File: src/rtl/fetch_pkg.sv
// Shared types and constants for the instruction-fetch sequencer.
package fetch_pkg;

  typedef enum logic [1:0] {
    BOOT = 2'd0,
    RUN  = 2'd1,
    HALT = 2'd2
  } fetch_state_e;

  localparam int unsigned IMEM_DEPTH_DEFAULT = 64;
  localparam logic [31:0] ZERO_INSTR = 32'h0;

  typedef struct packed {
    logic [31:0] pc;
    logic [31:0] instr;
  } fetch_entry_t;

  // Unsigned range check; the PC never wraps back into the legal window.
  function automatic logic pc_in_range(input logic [31:0] pc, input logic [31:0] depth);
    return pc < depth;
  endfunction

endpackage

File: src/rtl/fetch_queue.sv
// Small synchronous FIFO of fetch entries; flush beats push, head is read from storage.
module fetch_queue
  import fetch_pkg::*;
#(
  parameter int unsigned QDEPTH = 2
) (
  input  logic         clk,
  input  logic         reset,
  input  logic         push,
  input  logic         pop,
  input  logic         flush,
  input  fetch_entry_t din,
  output logic         full,
  output logic         empty,
  output fetch_entry_t head
);

  localparam int unsigned AW = (QDEPTH > 1) ? $clog2(QDEPTH) : 1;
  localparam logic [AW:0] DEPTH_CNT = (AW + 1)'(QDEPTH);

  fetch_entry_t  store [QDEPTH];
  logic [AW-1:0] rd_ptr;
  logic [AW-1:0] wr_ptr;
  logic [AW:0]   count;
  logic          do_push;
  logic          do_pop;

  assign full    = (count == DEPTH_CNT);
  assign empty   = (count == '0);
  assign head    = store[rd_ptr];
  // A push into a full queue is only legal when the head leaves at the same edge.
  assign do_push = push && (!full || pop);
  assign do_pop  = pop && !empty;

  always_ff @(posedge clk) begin
    if (reset) begin
      rd_ptr <= '0;
      wr_ptr <= '0;
      count  <= '0;
      for (int i = 0; i < QDEPTH; i++) begin
        store[i] <= '0;
      end
    end else if (flush) begin
      rd_ptr <= '0;
      wr_ptr <= '0;
      count  <= '0;
    end else begin
      if (do_push) begin
        store[wr_ptr] <= din;
        wr_ptr        <= wr_ptr + 1'b1;
      end
      if (do_pop) begin
        rd_ptr <= rd_ptr + 1'b1;
      end
      case ({do_push, do_pop})
        2'b10:   count <= count + 1'b1;
        2'b01:   count <= count - 1'b1;
        default: count <= count;
      endcase
    end
  end

endmodule

File: src/rtl/fetch_controller.sv
// Instruction-fetch sequencer: owns the PC, fills a fetch queue, handles redirects.
// Optional build macro HALT_ON_ZERO_INSTR_EN stops fetch on an all-zero memory word.
module fetch_controller
  import fetch_pkg::*;
#(
  parameter int unsigned IMEM_DEPTH = IMEM_DEPTH_DEFAULT,
  parameter logic [31:0] RESET_PC   = 32'd0,
  parameter int unsigned QDEPTH     = 2,
  parameter int unsigned BOOT_WAIT  = 1
) (
  input  logic         clk,
  input  logic         reset,
  output logic [31:0]  imem_addr,
  input  logic [31:0]  imem_rdata,
  output logic         if_valid,
  input  logic         if_ready,
  output logic [31:0]  if_instr,
  output logic [31:0]  if_pc,
  input  logic         redirect_valid,
  input  logic [31:0]  redirect_pc,
  output logic         halted,
  output logic         addr_err,
  output fetch_state_e state
);

  // Handshake: a head entry transfers on any rising edge where if_valid && if_ready;
  // if_valid never depends on if_ready, and a redirect flushes after that transfer.

  localparam logic [31:0] DEPTH_W = 32'(IMEM_DEPTH);
  localparam logic [31:0] BOOT_W  = 32'(BOOT_WAIT);

  logic [31:0]  pc;
  logic [31:0]  boot_cnt;
  logic         q_full;
  logic         q_empty;
  fetch_entry_t q_head;
  fetch_entry_t q_din;
  logic         pop;
  logic         push;
  logic         flush;
  logic         redirect_take;
  logic         pc_ok;
  logic         redirect_ok;
  logic         slot_free;
  logic         zero_word;

  assign pc_ok         = pc_in_range(pc, DEPTH_W);
  assign redirect_ok   = pc_in_range(redirect_pc, DEPTH_W);
  assign pop           = !q_empty && if_ready;
  assign redirect_take = redirect_valid && (state != BOOT);
  assign flush         = redirect_take;
  assign slot_free     = !q_full || pop;

`ifdef HALT_ON_ZERO_INSTR_EN
  assign zero_word = (imem_rdata == ZERO_INSTR);
`else
  assign zero_word = 1'b0;
`endif

  assign push  = (state == RUN) && !redirect_take && pc_ok && slot_free && !zero_word;
  assign q_din = '{pc: pc, instr: imem_rdata};

  fetch_queue #(
    .QDEPTH (QDEPTH)
  ) u_queue (
    .clk   (clk),
    .reset (reset),
    .push  (push),
    .pop   (pop),
    .flush (flush),
    .din   (q_din),
    .full  (q_full),
    .empty (q_empty),
    .head  (q_head)
  );

  always_ff @(posedge clk) begin
    if (reset) begin
      state    <= BOOT;
      boot_cnt <= '0;
      pc       <= RESET_PC;
      halted   <= 1'b0;
      addr_err <= 1'b0;
    end else begin
      case (state)
        BOOT: begin
          if (boot_cnt + 32'd1 >= BOOT_W) begin
            state <= RUN;
          end else begin
            boot_cnt <= boot_cnt + 32'd1;
          end
        end
        RUN: begin
          if (redirect_valid) begin
            pc <= redirect_pc;
            if (!redirect_ok) begin
              state    <= HALT;
              halted   <= 1'b1;
              addr_err <= 1'b1;
            end
          end else if (!pc_ok) begin
            state    <= HALT;
            halted   <= 1'b1;
            addr_err <= 1'b1;
          end else if (zero_word && slot_free) begin
            // Unused memory reached: stop without consuming the PC.
            state  <= HALT;
            halted <= 1'b1;
          end else if (push) begin
            pc <= pc + 32'd1;
          end
        end
        HALT: begin
          // Only reset leaves HALT; a redirect still retargets the PC and flushes.
          if (redirect_valid) begin
            pc <= redirect_pc;
          end
        end
        default: state <= BOOT;
      endcase
    end
  end

  assign imem_addr = pc;
  assign if_valid  = !q_empty;
  assign if_instr  = q_head.instr;
  assign if_pc     = q_head.pc;

endmodule

File: config.mk
export PLATFORM = sky130hd
export DESIGN_NAME = fetch_controller
export DESIGN_NICKNAME = d
export VERILOG_FILES = /design/src/rtl/fetch_pkg.sv /design/src/rtl/fetch_queue.sv /design/src/rtl/fetch_controller.sv
export SDC_FILE = /design/constraint.sdc
export NUM_CORES = 1
export LEC_CHECK = 0
export CORE_ASPECT_RATIO = 0.9
export CORE_MARGIN = 2
export CORE_UTILIZATION = 50
export DETAILED_ROUTE_END_ITERATION = 8
export MAX_ROUTING_LAYER = met4
export PLACE_DENSITY = 0.77
export SLEW_MARGIN = 5
export SYNTH_ARGS = -nofsm -noshare
export SYNTH_HDL_FRONTEND = slang
export SYNTH_SLANG_ARGS = --single-unit
File: constraint.sdc
create_clock -name clk -period 4.2 [get_ports clk]
set_input_delay 0.63 -clock clk [delete_from_list [all_inputs] [get_ports clk]]
set_output_delay 0.63 -clock clk [all_outputs]
set_load 0.03 [all_outputs]
After elaboration in Yosys (flattened, before gate mapping)
Memories as Yosys holds them, arrays and structs flattened. A register that Yosys moved wholly into a read port is not among the register bits.
Cells that the tools add are included.
{"block": "totals", "register_bits": 71, "mem_bits_rw": 128, "input_bits": 68, "output_inout_bits": 101, "word_cells": 79, "memories": 1}
{"name": "u_queue.store", "words": 2, "word_bits": 64, "rd": 1, "rd_clocked_by_memory_dff": 1, "write_ports": 2, "line_no": "fetch_queue.sv:21", "rtl": "fetch_entry_t store [QDEPTH];"}
{"block": "op_classes", "addsub": 6, "magnitude_cmp": 3, "eq_ne": 13, "muxes": 25, "bitwise_logic": 2, "n_reduce_logical": 22}
{"op": "$mux 32", "n": 4}
{"op": "$add 32x1->32 const B", "n": 2}
{"op": "$lt 32x7->1 const B", "n": 2}
{"op": "$mux 64", "n": 1}
{"op": "$pmux 32 s2", "n": 1}
{"op": "$reduce_or 64->1", "n": 1}
{"op": "$ge 32x1->1 const B", "n": 1}
{"op": "$mux 1", "n": 13}
{"op": "$ne 3x3->1 const B", "n": 3}
{"op": "$mux 2", "n": 4}
{"op": "$ne 2x2->1 const B", "n": 4}
{"op": "$reduce_and 4->1", "n": 2}
{"op": "$logic_and 1x1->1", "n": 7}
{"op": "$eq 2x2->1 const B", "n": 3}
{"op": "$pmux 2 s3", "n": 1}
{"op": "$reduce_bool 2->1", "n": 3}
{"op": "$eq 2x1->1 const B", "n": 2}
{"op": "$logic_not 2->1", "n": 2}
{"op": "$pmux 2 s2", "n": 1}
{"op": "$logic_not 1->1", "n": 3}
{"op": "$ne 3x2->1 const B", "n": 1}
{"op": "$reduce_and 3->1", "n": 1}
{"op": "$add 1x1->1 const B", "n": 2}
{"op": "$add 2x1->2 const B", "n": 1}
{"op": "other kinds (5)", "n": 6}

Longest topological paths before layout
Gate-level depths: netlist of run 1.
{"block": "logic_depth", "word_depth": 13, "mapped_depth": 10, "mapped_depth_nobuf": 9}

Hierarchy
From an unflattened synthesis of run 1, not the netlist that was laid out.
{"block": "unflattened", "cells_unflattened": 806, "area_unflattened_um2": 9346.5}
{"module": "fetch_queue", "n_inst": 1, "cells_per_inst": 369, "area_each_um2": 5775.5, "seq_area_each_um2": 3943.8}
{"module": "fetch_controller", "n_inst": 1, "cells_per_inst": 437, "area_each_um2": 3570.9, "seq_area_each_um2": 1341.3}

Least setup slack after synthesis of run 1
OpenSTA, ideal clock, no wires.
{"block": "synth_timing", "path_kind": "reg2reg", "start": "register pc[10] (netlist: imem_addr[10])", "end": "memory u_queue.store[1][0] (netlist bit), enable pin", "setup_time_ps": 394, "t_arrival_ps": 2685, "t_required_ps": 3806, "slack_ps": 1121, "path_stages_with_launch": 9, "path_buffers": 1, "period_less_slack_ps": 3079, "path_cell_list": "dfxtp_1 nor4_1 nand4_1 nor3_1 and3b_1 inv_1 nor3_1 clkbuf_1 or2_2"}
{"element": "start, declared", "line_no": "fetch_controller.sv:32", "rtl": "logic [31:0] pc;"}
{"element": "start signal, assigned", "line_no": "fetch_controller.sv:95", "rtl": "pc <= redirect_pc;"}
{"element": "start signal, assigned", "line_no": "fetch_controller.sv:110", "rtl": "pc <= pc + 32'd1;"}
{"element": "start signal, assigned", "line_no": "fetch_controller.sv:116", "rtl": "pc <= redirect_pc;"}
{"element": "end, declared", "line_no": "fetch_queue.sv:21"}

Final worst setup path of run 1
{"block": "layout_timing", "start": "register boot_cnt[1]", "end": "register boot_cnt[3]"}
{"block": "layout_between", "elab_chain_len": 4}
{"element": "start, declared", "line_no": "fetch_controller.sv:33", "rtl": "logic [31:0] boot_cnt;"}
{"element": "start signal, assigned", "line_no": "fetch_controller.sv:90", "rtl": "boot_cnt <= boot_cnt + 32'd1;"}
{"element": "$add 32x1->32 (*)", "line_no": "fetch_controller.sv:87, fetch_controller.sv:90"}
{"element": "$ge 32x1->1", "line_no": "fetch_controller.sv:87", "rtl": "if (boot_cnt + 32'd1 >= BOOT_W) begin"}
{"element": "$not 1->1 (no source line)"}
{"element": "$reduce_and 2->1 (no source line)"}
Mark *: on every way between the ends. The rest lies on a longest branch, timed or not.
A chain may end at the register's enable or synchronous reset.

==> impl_metrics.toml, run 1 <==
[outcome]
status = "completed"

[clocking]
cts_sinks = 200
cts_buffers = 17
clk_path_buf_depth = 2
clkSlewWorstSetupHoldPaths_ns = 0.08
clock_latency_ns = 0.44
cts_tree = "yes"
cts.repair.resized = 0
holdBufCountCts = 0
cts_setup_buffers = 0
ctsHtreeMaxLevel = 4
root_buffer = "clkbuf_16"

[routing]
routed_via_density = 5.28
drc = 0
wl_per_cell_um = 16.3
drt_iter0_drc = 418
drt_wl_total_um = 19700
dr.pass1.iters = 5
drtAntennaViolNets = 0
vias = 6379

[place]
numPortBuffers = 168
place_area_mm2 = 0.0111
dp_hpwl_um = 13100
gp_congestion = 0.975

[worst_setup_path]
crit_path_max_incr_delay_ns = 0.59
worstPathRequired_ns = 4.52
cp_slowest_cell = "or4_1"
critical_path_class = "flop to flop"
reg2reg_from = "boot_cnt[1]"
r2r_slack_ns = 1.04
crit_arrival_ns = 3.49
cp-end-kind = "flop"
path_max_fanout = 28
r2r_end = "boot_cnt[3]"
crit_chain = "ha_1 > inv_1 > or4_1 > o31a_2 > nor4_2 > and4_4 > a31oi_4 > and2_2"
r2r_cells = 8
critPathLaunchType = "flop"

[timing]
period_share_pct = 75.3
report.final.slew_viol_count = 0
skew_ns = 0.0142
layout_min_cycle_time_ns = 3.16
tns_ns = 0
hold_viol = 0
fmax_mhz = 316
slew-limit-headroom_pct = 54.7
finalSetupViolCount = 0
worst_slew_pin_slew_ns = 0.680
grt_setup_unrepaired = "false"

[synthesis]
synth_cell_types = 65
syn_area_mm2 = 0.00897
ys_top_cells_by_area = "edfxtp_1, dfxtp_1, mux2_2"
avgSynthCellArea_um2 = 12.0
synth_edf_count = 128
synthArstFlopShare_pct = 0
yosys.area.top_type = "edfxtp_1"
synth_warnings = 0
syn-instance-count = 746
synth-seq-cells = 200
ys.flop_type = "edfxtp_1"
synth_top_area_share_pct = 42.9
yosysSeqAreaShare_pct = 58.9

[worst_hold_path]
hp-class = "flop to flop"
min_from = "boot_cnt[30]"
holdPathEnd = "boot_cnt[30]"
whs_path_depth = 1

[die]
initial_core_util_pct = 50.9
fp-row-count = 46
pin_count = 169
die_area_mm2 = 0.0190
coreArea_mm2 = 0.0176
die_w_um = 145
die_y_um = 131

[global_route]
grt_max_degree = 65
antenna_found_initial = 0
grt.total_usage_pct = 21.5
grt_first_pass_wirelength_um = 31000
grt_pass1_vias = 6015
grt_remaining_overflow = 0

[pwr]
power.leakage_nw = 4.25
ir_worst_vdd_mv = 0.297
power-per-cell-area_mw_per_mm2 = 450
intPower_mw = 3.63
power_frac_comb_pct = 23.9
p_sw_mw = 1.62
swShare_pct = 30.8
p_clk_share_pct = 30.4
seqPwrFrac_pct = 45.7

[layout]
syn_to_final_growth_pct = 30.1
diodes = 0
final_nets = 1028
drive_gt1_share_pct = 15.8
finalInstanceArea_mm2 = 0.0117

[flow_run]
max_cap_violations = 0
## placed cells by master (no fill, tap or decap), drive strengths merged, types with 7 or more instances in the layout
master and n:
clkdlybuf4s50 168, or4 8, edfxtp 128, a22oi 17, nor4 21, xnor2 8
clkbuf 17, nand2 41, a221oi 7, o21ai 17, inv 26, or2 8
and2 108, mux2i 7, buf 10, o31ai 9, conb 52, and3 7
mux2 64, nand4 17, nor2 41, nor3 16, nand3 21, dfxtp 72
a21oi 10
## power by group through the flow
stage               Clock (mW)  Sequential (mW)  Combinational (mW)
floorplan                    0             2.54               0.649
global placement             0             2.44                1.24
detailed placement           0             2.44                1.25
CTS                       1.63             2.40                1.26
global route              1.70             2.42                1.34
finish                    1.59             2.40                1.26
## metal layers
| layer | part of all wire (%) | GRT usage, % | routed length (µm) | vias up |
|---|---|---|---|---|
| met5 | 0 | - | 0 | - |
| met4 | 1.6 | 7.09 | 312 | 0 |
| met3 | 7.1 | 5.22 | 1390 | 31 |
| met2 | 45 | 32.0 | 8940 | 235 |
| met1 | 46 | 29.3 | 9080 | 3002 |
| li1 | - | - | - | 3111 |
## cell families (layout without fill, tap and decap cells)
group / Yosys count / count (layout) / synth area share (%)
AO/OA/AOI/OAI: 92 / 92 / 7.66
AND/OR/NAND/NOR: 307 / 307 / 19.9
XOR/XNOR: 13 / 13 / 1.27
other: 1 / 52 / 0.0418
multiplexers: 71 / 71 / 8.82
adder cells (fa/ha/maj): 5 / 5 / 0.697
flip-flops: 200 / 200 / 58.9
buffers and inverters: 57 / 228 / 2.71
## registers in the layout (all words and copies together), names as in the netlist, named ones only
| name | flops |
|---|---|
| u_queue.store | 128 |
| u_queue.wr_ptr | 1 |
| imem_addr | 32 |
| state | 2 |
| addr_err | 1 |
| u_queue.count | 2 |
| u_queue.rd_ptr | 1 |
| boot_cnt | 32 |
## critical path: cells and delay by family, from the launching register on
family	cells	cell delay (ns)
DFF	1	0.48
and+or+nand+nor	4	1.45
AOI/OAI and AO/OA	2	0.63
buffers and inverters	1	0.13
adders and majority gates	1	0.35
## cell type report
type | instances | area (µm²)
Sequential cell | 200 | 5290
Timing Repair Buffer | 178 | 1790
Clock inverter | 15 | 153
Tap cell | 240 | 300
Clock buffer | 17 | 425
Fill cell | 1361 | 5940
Multi-Input combinational cell | 540 | 3640
Inverter | 18 | 67.6
## stage by stage
step | std cells | hold WS, ns | utilization [%] | setup slack (ns) | power, mW
floorplan | 797 | 0.452 | - | 1.12 | 3.19
global placement | 1176 | 0.475 | 63.0 | 1.16 | 3.68
detailed placement | 1176 | 0.491 | 63.0 | 1.06 | 3.69
CTS | 1208 | 0.506 | 66.3 | 1.03 | 5.29
global route | 1208 | 0.522 | 66.3 | 0.813 | 5.46
finish | 1208 | 0.509 | 66.3 | 1.04 | 5.25
## Yosys cell counts (2+ instances only)
cell / n
a2111oi_0: 2
a211o_1: 3
a21boi_0: 2
a21o_1: 3
a21oi_1: 10
a221oi_1: 7
a22o_1: 2
a22oi_1: 17
a311oi_1: 2
and2_1: 85
and2_2: 8
and2_4: 15
and3_1: 6
and4_1: 3
and4_4: 2
buf_2: 2
buf_6: 3
clkbuf_1: 33
dfxtp_1: 72
edfxtp_1: 128
ha_1: 5
inv_1: 18
mux2_2: 64
mux2i_1: 7
nand2_1: 41
nand2b_1: 3
nand3_1: 20
nand3b_1: 3
nand4_1: 16
nor2_1: 41
nor2b_1: 2
nor3_1: 15
nor4_1: 20
nor4b_1: 2
o21a_1: 4
o21ai_0: 17
o31ai_1: 9
o41ai_1: 2
or2_2: 8
or3_1: 2
or4_1: 7
xnor2_1: 8
xor2_1: 5
## worst max path at each step
stage                               end     startpoint  slack, ns
floorplan           u_queue.store[1][0]  imem_addr[10]       1.12
global placement            boot_cnt[2]    boot_cnt[1]       1.16
detailed placement          boot_cnt[3]    boot_cnt[1]       1.06
CTS                         boot_cnt[3]    boot_cnt[1]       1.03
global route                boot_cnt[3]    boot_cnt[1]       0.81
finish                      boot_cnt[3]    boot_cnt[1]       1.04
No activity file was read; power rests on OpenSTA's default activity.
==> inputs of run 2 (changes only) <==
- clock period: 4.2 -> 3.2 ns (I/O delays scaled with it)
==> impl_metrics.toml, run 2 (same netlist as run 1, synthesis figures left out) <==
[layout]
syn_to_final_growth_pct = 30.7
multiInputGateArea_mm2 = 0.00364
regArea_mm2 = 0.00529
top_register = "u_queue.store"
most-common-layout-cells = "clkdlybuf4s50_1, edfxtp_1, and2_1"
final_nets = 1034
largest_register_ffs = 128
stdcell_count = 1215
fillerInstances = 1371
drive_gt1_share_pct = 16.1
mostFrequentLayoutCell = "clkdlybuf4s50_1"

[timing]
hold_viol = 0
period_share_pct = 93.1
fmax_mhz = 336
grt_setup_unrepaired = "false"
report.final.slew_viol_count = 0
tns_ns = 0
layout_min_cycle_time_ns = 2.98
worst_slack_ns = 0.222
skew_ns = 0.0121
whs_ns = 0.493
finalSetupViolCount = 0
worst_slew_pin_slew_ns = 0.637
slew-limit-headroom_pct = 57.5

[outcome]
status = "completed"

[pwr]
power.leakage_nw = 4.27
p_sw_mw = 2.06
ir_worst_vdd_mv = 0.459
power-per-cell-area_mw_per_mm2 = 589
power_frac_comb_pct = 24.3
intPower_mw = 4.85
p_clk_share_pct = 30.2
swShare_pct = 29.9
seqPwrFrac_pct = 45.4

[worst_setup_path]
cp-end-kind = "flop"
critical_path_class = "flop to flop"
critPathLaunchType = "flop"
path_max_fanout = 28
crit_arrival_ns = 3.30
worstPathRequired_ns = 3.52

[routing]
dr.pass1.iters = 5
drt_iter0_drc = 371
drt_wl_total_um = 19500
routed_via_density = 5.29
vias = 6431
wl_per_cell_um = 16.0
drtAntennaViolNets = 0
drc = 0

[place]
dp_hpwl_um = 13000
place_ws_ns = 0.233
dp_cells = 1182
numPortBuffers = 168
gp_congestion = 0.906

[clocking]
cts_setup_buffers = 0
clk_path_buf_depth = 2
cts_tree = "yes"
cts_buffers = 17
clkSlewWorstSetupHoldPaths_ns = 0.07
root_buffer = "clkbuf_16"
holdBufCountCts = 0
ctsHtreeMaxLevel = 4
cts.repair.resized = 0
cts_sinks = 200
clock_latency_ns = 0.43

[global_route]
grt.total_usage_pct = 21.1
grt_max_degree = 65
grt_remaining_overflow = 0
antenna_found_initial = 0
grt_pass1_vias = 5948
grt_first_pass_wirelength_um = 30800

[die]
die_y_um = 131
fp-row-count = 46
die_area_mm2 = 0.0190
pin_count = 169
die_w_um = 145
initial_core_util_pct = 50.9
coreArea_mm2 = 0.0176

[worst_hold_path]
hp-class = "flop to flop"

[flow_run]
max_cap_violations = 0
run 2: stage by stage:
| step | util (%) | area [µm²] | total power, mW |
|---|---|---|---|
| after floorplan | - | 9160 | 4.19 |
| after global placement | 63.3 | 11100 | 4.86 |
| after detailed placement | 63.3 | 11100 | 4.87 |
| after CTS | 66.6 | 11700 | 6.97 |
| after global routing | 66.6 | 11700 | 7.21 |
| final | 66.6 | 11700 | 6.91 |
run 2: final cells by class:
class / instances / share of cell area, %
sequential: 200 / 45.1
timing repair buffer: 184 / 15.8
tap: 240 / 2.56
multi-input combinational: 540 / 31.1
antenna: 1 / 0.0213
inverter: 18 / 0.576
clock buffer: 18 / 3.66
clock inverter: 14 / 1.25
run 2: power groups by stage:
| stage | registers (mW) | logic, mW | clock network [mW] |
|---|---|---|---|
| final | 3.14 | 1.68 | 2.09 |
| after CTS | 3.14 | 1.69 | 2.14 |
| after detailed placement | 3.19 | 1.68 | 0 |
| after global routing | 3.17 | 1.81 | 2.23 |
| after floorplan | 3.33 | 0.852 | 0 |
| after global placement | 3.19 | 1.67 | 0 |
run 2: final timing paths:
kind | from | to | slack (ns) | depth (start not counted)
min reg2reg | imem_addr[22] | imem_addr[22] | 0.49 | 2
max reg2reg | boot_cnt[0] | boot_cnt[9] | 0.22 | 8
max | boot_cnt[0] | boot_cnt[9] | 0.22 | 8
min | imem_addr[22] | imem_addr[22] | 0.49 | 2
run 2: worst max-delay path, cell delays in order (launching register included):
cell and delay (ns):
dfxtp_1 0.48, ha_1 0.22, inv_1 0.08, or4_1 0.58, o31a_2 0.36, nor4_2 0.29, and4_4 0.31, a31oi_4 0.26
and2_2 0.29
run 2: routing by layer:
| metal | routed length [µm] | part of all wire [%] | global-route usage (%) | vias to the layer above |
|---|---|---|---|---|
| met4 | 224 | 1.2 | 6.52 | 0 |
| met2 | 8960 | 46 | 32.6 | 232 |
| li1 | - | - | - | 3121 |
| met1 | 8880 | 46 | 28.5 | 3057 |
| met5 | 0 | 0 | - | - |
| met3 | 1400 | 7.2 | 4.43 | 21 |
